==> src/rtl/pwm_fade_ctrl_pkg.sv <==
// pwm_fade_ctrl_pkg: command codes, FSM state encodings and field widths shared by the fade controller
package pwm_fade_ctrl_pkg;
    typedef enum logic [1:0] {
        MODE_SET     = 2'b00,
        MODE_RAMP    = 2'b01,
        MODE_BREATHE = 2'b10,
        MODE_STOP    = 2'b11
    } mode_t;

    localparam logic [1:0] ST_IDLE = 2'd0;
    localparam logic [1:0] ST_RAMP = 2'd1;
    localparam logic [1:0] ST_BUP  = 2'd2;
    localparam logic [1:0] ST_BDN  = 2'd3;

    localparam int CMD_STEP_W = 4;
endpackage

==> src/rtl/pwm_tick_gen.sv <==
// pwm_tick_gen: free-running step-enable divider; clr restarts the period so a step lands TICK_DIV cycles later
module pwm_tick_gen #(
    parameter int TICK_DIV = 500_000
) (
    input  logic sys_clk,
    input  logic rst,
    input  logic clr,
    output logic tick
);
    localparam int CW = $clog2(TICK_DIV);

    logic [CW-1:0] cnt;

    assign tick = cnt == CW'(TICK_DIV - 1);

    always_ff @(posedge sys_clk or posedge rst)
        if (rst) cnt <= '0;
        else     cnt <= (clr || tick) ? '0 : cnt + 1'b1;
endmodule

==> src/rtl/pwm_fade_ctrl.sv <==
// pwm_fade_ctrl: SET/RAMP/BREATHE/STOP brightness sequencer driving a shared PWM din port
module pwm_fade_ctrl
    import pwm_fade_ctrl_pkg::*;
#(
    parameter int TICK_DIV = 500_000,
    parameter int LVL_W    = 8
) (
    input  logic                  sys_clk,
    input  logic                  rst,
    input  logic                  cmd_valid,
    output logic                  cmd_ready,
    input  logic [1:0]            cmd_mode,
    input  logic [LVL_W-1:0]      cmd_level,
    input  logic [CMD_STEP_W-1:0] cmd_step,
    output logic [LVL_W-1:0]      din,
    output logic                  busy,
    output logic                  done
);
    logic [1:0]            state;
    logic [LVL_W-1:0]      target, up_nxt, dn_floor, ramp_nxt;
    logic [CMD_STEP_W-1:0] step, step_eff;
    logic [LVL_W:0]        up, dn;
    logic                  accept, tick;

    assign cmd_ready = state != ST_RAMP;
    assign busy      = state != ST_IDLE;
    assign accept    = cmd_valid && cmd_ready;
    assign step_eff  = (cmd_step == '0) ? CMD_STEP_W'(1) : cmd_step;

    pwm_tick_gen #(.TICK_DIV(TICK_DIV)) u_tick (
        .sys_clk(sys_clk),
        .rst    (rst),
        .clr    (accept),
        .tick   (tick)
    );

    // One extra bit on the sum/difference exposes overflow and underflow for clamping
    always_comb begin
        up       = {1'b0, din} + (LVL_W + 1)'(step);
        dn       = {1'b0, din} - (LVL_W + 1)'(step);
        up_nxt   = (up > {1'b0, target}) ? target : up[LVL_W-1:0];
        dn_floor = dn[LVL_W] ? '0 : dn[LVL_W-1:0];
        ramp_nxt = (din < target) ? up_nxt
                 : ((dn[LVL_W] || dn[LVL_W-1:0] < target) ? target : dn[LVL_W-1:0]);
    end

    always_ff @(posedge sys_clk or posedge rst)
        if (rst) begin
            state  <= ST_IDLE;
            din    <= '0;
            target <= '0;
            step   <= '0;
            done   <= 1'b0;
        end else begin
            done <= 1'b0;
            if (accept) begin
                case (cmd_mode)
                    MODE_SET: begin
                        din   <= cmd_level;
                        done  <= 1'b1;
                        state <= ST_IDLE;
                    end
                    MODE_RAMP: begin
                        target <= cmd_level;
                        step   <= step_eff;
                        done   <= din == cmd_level;
                        state  <= (din == cmd_level) ? ST_IDLE : ST_RAMP;
                    end
                    MODE_BREATHE: begin
                        target <= cmd_level;
                        step   <= step_eff;
                        state  <= ST_BUP;
                    end
                    default: begin
                        din   <= '0;
                        done  <= 1'b1;
                        state <= ST_IDLE;
                    end
                endcase
            end else if (tick) begin
                case (state)
                    ST_RAMP: begin
                        din   <= ramp_nxt;
                        done  <= ramp_nxt == target;
                        state <= (ramp_nxt == target) ? ST_IDLE : ST_RAMP;
                    end
                    // A turn-around tick only changes direction; din holds for that tick
                    ST_BUP: if (din == target) state <= ST_BDN; else din <= up_nxt;
                    ST_BDN: if (din == '0) state <= ST_BUP; else din <= dn_floor;
                    default: ;
                endcase
            end
        end
endmodule

==> config.mk <==
export PLATFORM = sky130hd
export DESIGN_NAME = pwm_fade_ctrl
export DESIGN_NICKNAME = d
export VERILOG_FILES = /design/src/rtl/pwm_fade_ctrl_pkg.sv /design/src/rtl/pwm_tick_gen.sv /design/src/rtl/pwm_fade_ctrl.sv
export SDC_FILE = /design/constraint.sdc
export NUM_CORES = 1
export LEC_CHECK = 0
export ABC_CLOCK_PERIOD_IN_PS = 4840
export CORE_MARGIN = 2
export CORE_UTILIZATION = 45
export DETAILED_ROUTE_END_ITERATION = 12
export PLACE_DENSITY = 0.7
export SLEW_MARGIN = 20
export SYNTH_ARGS = -nofsm -noshare
export SYNTH_HDL_FRONTEND = slang
export SYNTH_SLANG_ARGS = --single-unit
export TNS_END_PERCENT = 100
==> constraint.sdc <==
create_clock -name sys_clk -period 4.84 [get_ports sys_clk]
set_input_delay 0.968 -clock sys_clk [delete_from_list [all_inputs] [get_ports sys_clk]]
set_output_delay 0.968 -clock sys_clk [all_outputs]
set_load 0.02 [all_outputs]
=== Word-level counts from Yosys, hierarchy flattened ===
Index checks and enable logic that the tools add are counted.

* Word-level logic and storage cells: 64
* Output and inout bits: 11
* Register bits after elaboration: 42
* Input bits: 17

* Muxes and demuxes: 24
* Reductions and logical operators: 13
* Order comparisons: 3
* Eq/ne operators: 15
* Add/sub/neg operators: 3

{| class="wikitable"
|+ Operator list
! kind !! count
|-
| 2-to-1 mux 8 bit || 8
|-
| equality test 8 bit || 3
|-
| case mux 8 bit (3 select lines) || 1
|-
| adder 19 x 1 -> 19 bit (second input constant) || 1
|-
| equality test 19 bit (second input constant) || 1
|-
| 2-to-1 mux 19 bit || 1
|-
| less-than comparator 8 bit || 2
|-
| case mux 8 bit (2 select lines) || 1
|-
| inequality test 3 x 2 -> 1 bit (second input constant) || 4
|-
| adder 8 x 4 -> 9 bit || 1
|-
| greater-than comparator 9 x 8 -> 1 bit || 1
|-
| subtractor 8 x 4 -> 9 bit || 1
|-
| zero test 8 bit || 1
|-
| 2-to-1 mux 2 bit || 4
|-
| equality test 2 bit (second input constant) || 3
|-
| case mux 2 bit (3 select lines) || 1
|-
| 2-to-1 mux 1 bit || 5
|-
| AND reduction 5 bit || 1
|-
| equality test 2 x 1 -> 1 bit (second input constant) || 2
|-
| zero test 4 bit || 1
|-
| 2-to-1 mux 4 bit || 1
|-
| case mux 2 bit (2 select lines) || 1
|-
| AND reduction 4 bit || 1
|-
| nonzero test 2 bit || 2
|-
| 9 further kinds || 10
|}

=== Depth between registers and ports, before layout ===
Gate-level depths: netlist (run 1).

* Word-level depth: 10
* Gate-level depth with buffers: 18
* Depth with buffers taken out: 17

=== Hierarchy ===
A second synthesis (run 1) with hierarchy kept.

* Cell total of the unflattened synthesis: 454
* Area total of the unflattened synthesis: 3,925.0 um2

{| class="wikitable"
|+ By module, submodules not included
! module !! instances !! cells an instance !! area each (um2) !! seq. area each (um2)
|-
| pwm_fade_ctrl || 1 || 355 || 2,930.3 || 575.6
|-
| pwm_tick_gen || 1 || 99 || 994.7 || 475.5
|}

=== Worst setup path before layout (run 1) ===
Ideal clock, no wire load.

* Path kind: reg2reg
* Start: register din[2]
* End: register din[6]
* Arrival time: 3.667 ns
* Data required time: 4.745 ns
* Period minus slack after synthesis: 3.762 ns
* Setup time: 0.095 ns
* Cell stages (with the launch flop): 16
* Slack: 1.078 ns
* Path buffers: 1
* Path through: dfrtp_1 -> ha_1 -> buf_2 -> a21oi_1 -> o21ai_0 -> a2111o_1 -> xor2_1 -> inv_1 -> ha_1 -> nand2_1 -> o21ai_0 -> a31oi_1 -> or3_2 -> a2111oi_0 -> nor4_1 -> o31ai_1

* Longest elaborated chain between the ends: 8
* Elaborated cells between the ends (all ways): 20
* Those cells by class: add/sub (2); order compare (3); eq/ne (3); mux (9); reduce/logical (3)

{| class="wikitable"
|+ RTL lines
! element !! RTL line !! source
|-
| start: declaration || pwm_fade_ctrl.sv:15 || <nowiki>output logic [LVL_W-1:0] din,</nowiki>
|-
| start signal: assignment || pwm_fade_ctrl.sv:59 || <nowiki>din <= cmd_level;</nowiki>
|-
| start signal: assignment || pwm_fade_ctrl.sv:83 || <nowiki>din <= ramp_nxt;</nowiki>
|-
| subtractor 8 x 4 -> 9 bit || pwm_fade_ctrl.sv:40 || <nowiki>dn = {1'b0, din} - (LVL_W + 1)'(step);</nowiki>
|-
| less-than comparator 8 bit || pwm_fade_ctrl.sv:44 || <nowiki>: ((dn[LVL_W] || dn[LVL_W-1:0] < target) ? target : dn[LVL_W-1:0]);</nowiki>
|-
| logical OR 1 bit || pwm_fade_ctrl.sv:44 ||
|-
| 2-to-1 mux 8 bit || pwm_fade_ctrl.sv:44 ||
|-
| 2-to-1 mux 8 bit || pwm_fade_ctrl.sv:43 || <nowiki>ramp_nxt = (din < target) ? up_nxt</nowiki>
|-
| case mux 8 bit (3 select lines) || pwm_fade_ctrl.sv:81 || <nowiki>case (state)</nowiki>
|-
| 2-to-1 mux 8 bit || pwm_fade_ctrl.sv:80 || <nowiki>end else if (tick) begin</nowiki>
|-
| 2-to-1 mux 8 bit || pwm_fade_ctrl.sv:56 || <nowiki>if (accept) begin</nowiki>
|}

Parallel ways exist; a longest one is shown, timed or not. The select of a mux whose other input is x is not followed.
A chain may end at the register's enable or synchronous reset.

=== Worst setup path in the final report (run 1) ===
* Start: register din[2]
* End: register din[3]

The elaborated chain is that of the path after synthesis.

==> summary.md, run 1 <==
| Metric | Value |
|---|---|
| Status | `finished clean` |
| Initial core utilization | `0.461` |
| Diode count | `0` |
| Drt drc | `0` |
| Final-stage net count | `slightly above 500` |
| Wirelength per Cell | `17.1 um` |
| Share of layout cells above drive strength 1 | `0.0703` |
| Via-per-instance ratio | `between 5 and 6` |
| CP Capture Type | `flip-flop` |
| P&R area growth vs syn | `11.8%` |
| RSZ-0062 raised after global routing | `false` |
| Met3 usage in global routing | `0.0285` |
| CP Max Fanout | `7` |
| Rows | `33` |
| Post-synth EDFFs | `0` |
| Fin. Hold Viols | `0` |
| Die footprint | `between 9000 and 10000 um^2` |
| Synth area leaders | `dfrtp_1, ha_1, xnor2_1` |
| CTS Hold Bufs | `0` |
| Req. time, crit path | `5.02 ns` |
| Fill count | `between 700 and 800` |
| Reg area | `roughly 1100 um^2` |
| Delay-heaviest family, CP | `compound AO/OA/AOI/OAI gates` |
| Clock Sinks | `42` |
| IO Count | `28` |
| Largest net degree at the start of global routing | `43` |
| Area leader, netlist | `dfrtp_1` |
| Max cap viols | `0` |
| PostCTS Resize Cnt | `0` |
| CTS tree | `built` |
| Total GRT Usage | `0.225` |
| Cell Area, Synth | `about 3800 um^2` |
| Filler-free cell count of the finished design | `560` |
| Total Routed Length | `9.56 mm` |
| Period utilization | `0.903` |
| Minimum clock period | `4.37 ns` |
| CTS clk-pin slew, worst paths | `approximately 0.080 ns` |
| First DRT Iteration DRCs | `around 240` |
| CTS Buffer Depth | `2` |
| Final Util | `0.516` |
| Synth warn | `0` |
| Most used flip-flop cell after synthesis | `dfrtp_1` |
| Crit start category | `flip-flop` |
| Worst skew pair latency | `0.30 ns` |
| Post-synthesis async set-or-reset flop share | `1.00` |
| Vias | `between 3000 and 4000` |
| Largest stage delay, worst path | `about 0.53 ns` |
| Post-synthesis sequential area ratio | `0.280` |
| Total number of H-tree levels | `2` |
| DRT Pass-1 Iters | `6` |
| Core box area | `8130 um^2` |
| GRT met1 Usage | `0.312` |
| Synth Register Bits | `42` |
| Mapped Cells | `around 430` |
| Routed Antenna Nets | `0` |
| Total gr overflow | `0` |
| Number of port buffers | `27` |
| Worst Tran Pin Value | `0.607 ns` |
| Arr. time, crit path | `around 4.6 ns` |
| Type of the worst setup path | `flip-flop to flip-flop` |
| CP max-delay cell | `a2111o_1` |
| Setup TNS | `0 ns` |
| CP bufs+invs | `1` |
| Placed Instances | `about 550` |
| Fin. max-slew vios | `0` |
| Share of the synthesized area in the top cell type | `0.280` |
| Clock Skew | `between 0.004 and 0.005 ns` |
| Min-Delay Path Class | `flip-flop to flip-flop` |
| Routing usage on met2 | `0.364` |
| Most common cell in the netlist | `dfrtp_1` |
| Synth unique cells | `between 60 and 70` |
| Final count of negative-setup-slack endpoints | `0` |
| Vias in the first global route | `3283` |
| Multi-input logic area | `2480 um^2` |
| Crit-path most repeated cell | `o21ai_0` |
| Synthesized area per cell | `between 8 and 9 um^2` |
| Post-CTS Setup Bufs | `0` |
| Synth Net Count | `around 500` |
| Worst setup margin | `0.468 ns` |
| Relative max-transition margin | `0.591` |
| Crit-path cells | `ha_1 -> a21oi_1 -> o21ai_0 -> a2111o_1 -> xor2_1 -> inv_1 -> ha_1 -> a21oi_1 -> o21ai_0 -> a31oi_1 -> a211oi_1 -> a21boi_0 -> o21ai_0 -> a221oi_1 -> o31ai_1` |
| Pre-CTS setup slack | `between 0.6 and 0.7 ns` |
| DPL Wire Length | `7.54 mm` |
| Root Driver | `clkbuf_8` |
| GRT Max-Usage Layer | `met2` |
| Post-synth top cells | `dfrtp_1, ha_1, nand2_1, inv_1, nor2_1` |
| Gpl congestion | `just over 1` |
| Max Fclk | `between 200 and 250 MHz` |
| CTS buffer count | `5` |
| DIE WIDTH | `between 90 and 100 um` |
| Initial antenna violation count | `0` |
| First-pass GRT wire length | `~16 mm` |
| Die H | `between 90 and 100 um` |
-- final timing paths --
check | startpoint | to | slack, ns | cells past startpoint
min reg2reg | u_tick.cnt[0] | u_tick.cnt[0] | 0.50 | 1
max reg2reg | din[2] | din[3] | 0.47 | 15
min | u_tick.cnt[0] | u_tick.cnt[0] | 0.50 | 1
max in group asynchronous | rst | state[1] | 3.37 | 3
max | din[2] | din[3] | 0.47 | 15
min in group asynchronous | rst | step[2] | 1.09 | 3
-- routing by layer --
| layer | wire length, um | part of all wire |
|---|---|---|
| met4 | 196 | 0.021 |
| met2 | 4440 | 0.46 |
| met1 | 4450 | 0.47 |
| met3 | 468 | 0.049 |
| met5 | 0 | 0 |
-- placed cells by master (no fill, tap or decap), drive strengths merged, types with 5 or more instances in the layout --
cell,instances
dfrtp,42
o31ai,8
clkdlybuf4s50,27
nand2,37
clkbuf,6
inv,37
a211oi,5
a221oi,5
nor2,34
mux2,11
ha,39
o21ai,17
xnor2,26
o211ai,5
nand4,9
nand3,13
nor3,5
xor2,18
a21oi,30
nor2b,8
-- metrics by stage --
step | area (um^2) | hold WS, ns
2_1_floorplan | 3750 | 0.455
3_3_place_gp | 4100 | 0.474
3_5_place_dp | 4100 | 0.493
4_1_cts | 4190 | 0.504
5_1_grt | 4190 | 0.525
6_report | 4190 | 0.503
-- registers in the layout, indices dropped and copies added (netlist names) --
name / flops
target: 8
done: 1
state: 2
din: 8
step: 4
u_tick.cnt: 19
-- cell type report --
| cell class | count | share of cell area |
|---|---|---|
| clock buffer | 6 | 0.0197 |
| clock inverter | 2 | 0.00388 |
| inverter | 36 | 0.0322 |
| multi-input combinational | 339 | 0.592 |
| sequential | 42 | 0.251 |
| tap | 105 | 0.0313 |
| timing repair buffer | 30 | 0.0698 |
-- kinds of logic after synthesis --
| group | count (synthesis) | share of synthesized area |
|---|---|---|
| xor gates and xnor gates | 46 | 0.115 |
| DFF | 42 | 0.280 |
| and+or+nand+nor | 132 | 0.172 |
| muxes | 14 | 0.0410 |
| AOI/OAI and AO/OA | 106 | 0.194 |
| buffers and inverters | 53 | 0.0574 |
| adders and majority gates | 41 | 0.141 |
Power of run 1 is left out: the tool's default activity adds up to more than one toggle a clock period on the data nets, which glitch-free logic cannot reach.
==> inputs of run 2 (changes only) <==
GPL_TIMING_DRIVEN = 0   (was default)
SKIP_CTS_REPAIR_TIMING = 1   (was default)
==> summary.md, run 2 (synthesis results as in run 1) <==
| Metric | Value |
|---|---|
| CTS tree | `built` |
| Clock Skew | `around 0.013 ns` |
| Relative max-transition margin | `0.591` |
| Fill count | `~750` |
| Diode count | `0` |
| Fin. Hold Viols | `0` |
| Final Util | `0.526` |
| Period utilization | `0.919` |
| CTS buffer count | `5` |
| IO Count | `28` |
| CTS Buffer Depth | `2` |
| Rows | `33` |
| Max Fclk | `around 220 MHz` |
| First DRT Iteration DRCs | `162` |
| First-pass GRT wire length | `16.0 mm` |
| Die footprint | `slightly above 9000 um^2` |
| Minimum clock period | `4.45 ns` |
| Vias in the first global route | `roughly 3300` |
| Total Routed Length | `9.55 mm` |
| CTS clk-pin slew, worst paths | `around 0.08 ns` |
| Wirelength per Cell | `16.6 um` |
| Worst Tran Pin Value | `between 0.6 and 0.7 ns` |
| Worst skew pair latency | `0.29 ns` |
| GRT met1 Usage | `0.301` |
| Vias | `between 3000 and 4000` |
| Type of the worst setup path | `flip-flop to flip-flop` |
| Total GRT Usage | `0.227` |
| Routed Antenna Nets | `0` |
| Gpl congestion | `between 1 and 1.5` |
| Req. time, crit path | `about 5 ns` |
| RSZ-0062 raised after global routing | `false` |
| Crit start category | `flip-flop` |
| Root Driver | `clkbuf_8` |
| Biggest regs | `u_tick.cnt: 19 flops, din: 8 flops, target: 8 flops` |
| Worst hold start | `u_tick.cnt[0]` |
| Min-Delay Path Class | `flip-flop to flip-flop` |
| CP Max Fanout | `10` |
| DPL Wire Length | `7.74 mm` |
| Core box area | `just over 8000 um^2` |
| Most common cell after layout, fill and taps aside | `dfrtp_1` |
| Commonest cells after routing, fill and taps aside | `dfrtp_1, ha_1, nand2_1` |
| Setup TNS | `0 ns` |
| Fin. max-slew vios | `0` |
| Placed Instances | `567` |
| Worst Setup SP | `din[0]` |
| Final count of negative-setup-slack endpoints | `0` |
| Arr. time, crit path | `between 4 and 5 ns` |
| Total gr overflow | `0` |
| CP Capture Type | `flip-flop` |
| Largest register FFs | `19` |
| Largest net degree at the start of global routing | `29` |
| P&R area growth vs syn | `14.1%` |
| Final-stage net count | `roughly 530` |
| Initial core utilization | `0.461` |
| Number of port buffers | `27` |
| Total number of H-tree levels | `2` |
| Filler-free cell count of the finished design | `approximately 580` |
| DRT Pass-1 Iters | `5` |
| Initial antenna violation count | `0` |
| DIE WIDTH | `between 90 and 100 um` |
| Clock Sinks | `42` |
| Met3 usage in global routing | `0.0308` |
| GRT Max-Usage Layer | `met2` |
| R2R Path Start | `din[0]` |
| Status | `finished clean` |
| Max cap viols | `0` |
| Die H | `between 90 and 100 um` |
| Most flops, register | `u_tick.cnt` |
| Drt drc | `0` |
| Via-per-instance ratio | `5.76` |
| Share of layout cells above drive strength 1 | `0.0787` |
| Routing usage on met2 | `0.380` |
-- run 2: area by class of cell --
cell class | count | area, um^2 | share of cell area
Clock buffer | 7 | 76.3 | 0.0178
Sequential cell | 42 | 1050 | 0.246
Timing Repair Buffer | 28 | 290 | 0.0678
Tap cell | 105 | 131 | 0.0307
Clock inverter | 1 | 30.0 | 0.00702
Inverter | 36 | 135 | 0.0316
Buffer | 17 | 80.1 | 0.0187
Multi-Input combinational cell | 339 | 2480 | 0.581
-- run 2: metrics by stage --
stage | setup WS (ns) | hold slack (ns) | area (um^2)
6_report | 0.392 | 0.495 | 4280
5_1_grt | 0.0193 | 0.509 | 4280
4_1_cts | 0.453 | 0.496 | 4280
3_5_place_dp | 0.509 | 0.487 | 4170
3_3_place_gp | 0.485 | 0.475 | 4150
2_1_floorplan | 1.08 | 0.455 | 3750
-- run 2: worst paths after layout --
path / slack, ns / endpoint / depth (start not counted)
max reg2reg: 0.39 / din[2] / 17
max: 0.39 / din[2] / 17
min reg2reg: 0.49 / u_tick.cnt[0] / 1
max in group asynchronous: 3.42 / u_tick.cnt[3] / 3
min: 0.49 / u_tick.cnt[0] / 1
min in group asynchronous: 0.96 / din[1] / 2
-- run 2: worst max-delay path, cell delays in order, from the launching register on --
cell and delay, ns:
dfrtp_1 0.45, ha_1 0.26, fa_1 0.41, nand2b_1 0.11
nand2b_1 0.06, a21oi_1 0.20, xor2_1 0.27, inv_1 0.13
ha_1 0.36, nand4_1 0.11, o2111ai_1 0.19, a21oi_1 0.08
nor3_1 0.31, clkbuf_1 0.40, a2bb2oi_1 0.22, o22ai_1 0.19
a221oi_1 0.42, o31ai_1 0.13
-- run 2: layer usage --
layer | wire length [um] | vias to the layer above
li1 | - | 1610
met1 | 4280 | 1583
met2 | 4560 | 100
met3 | 487 | 17
met4 | 218 | 0
met5 | 0 | -
Power of run 2 is left out for the same reason.
==> inputs of run 3 (changes only) <==
==> constraint.sdc (replaced) <==
create_clock -name sys_clk -period 4.84 [get_ports sys_clk]
set_input_delay 0.968 -clock sys_clk [delete_from_list [all_inputs] [get_ports sys_clk]]
set_output_delay 0.968 -clock sys_clk [all_outputs]
set_load 0.05 [all_outputs]
==> results of run 3 <==
Same layout as run 2: the final DEF is identical, and so are final timing and power.
Power of run 3 is left out for the same reason.
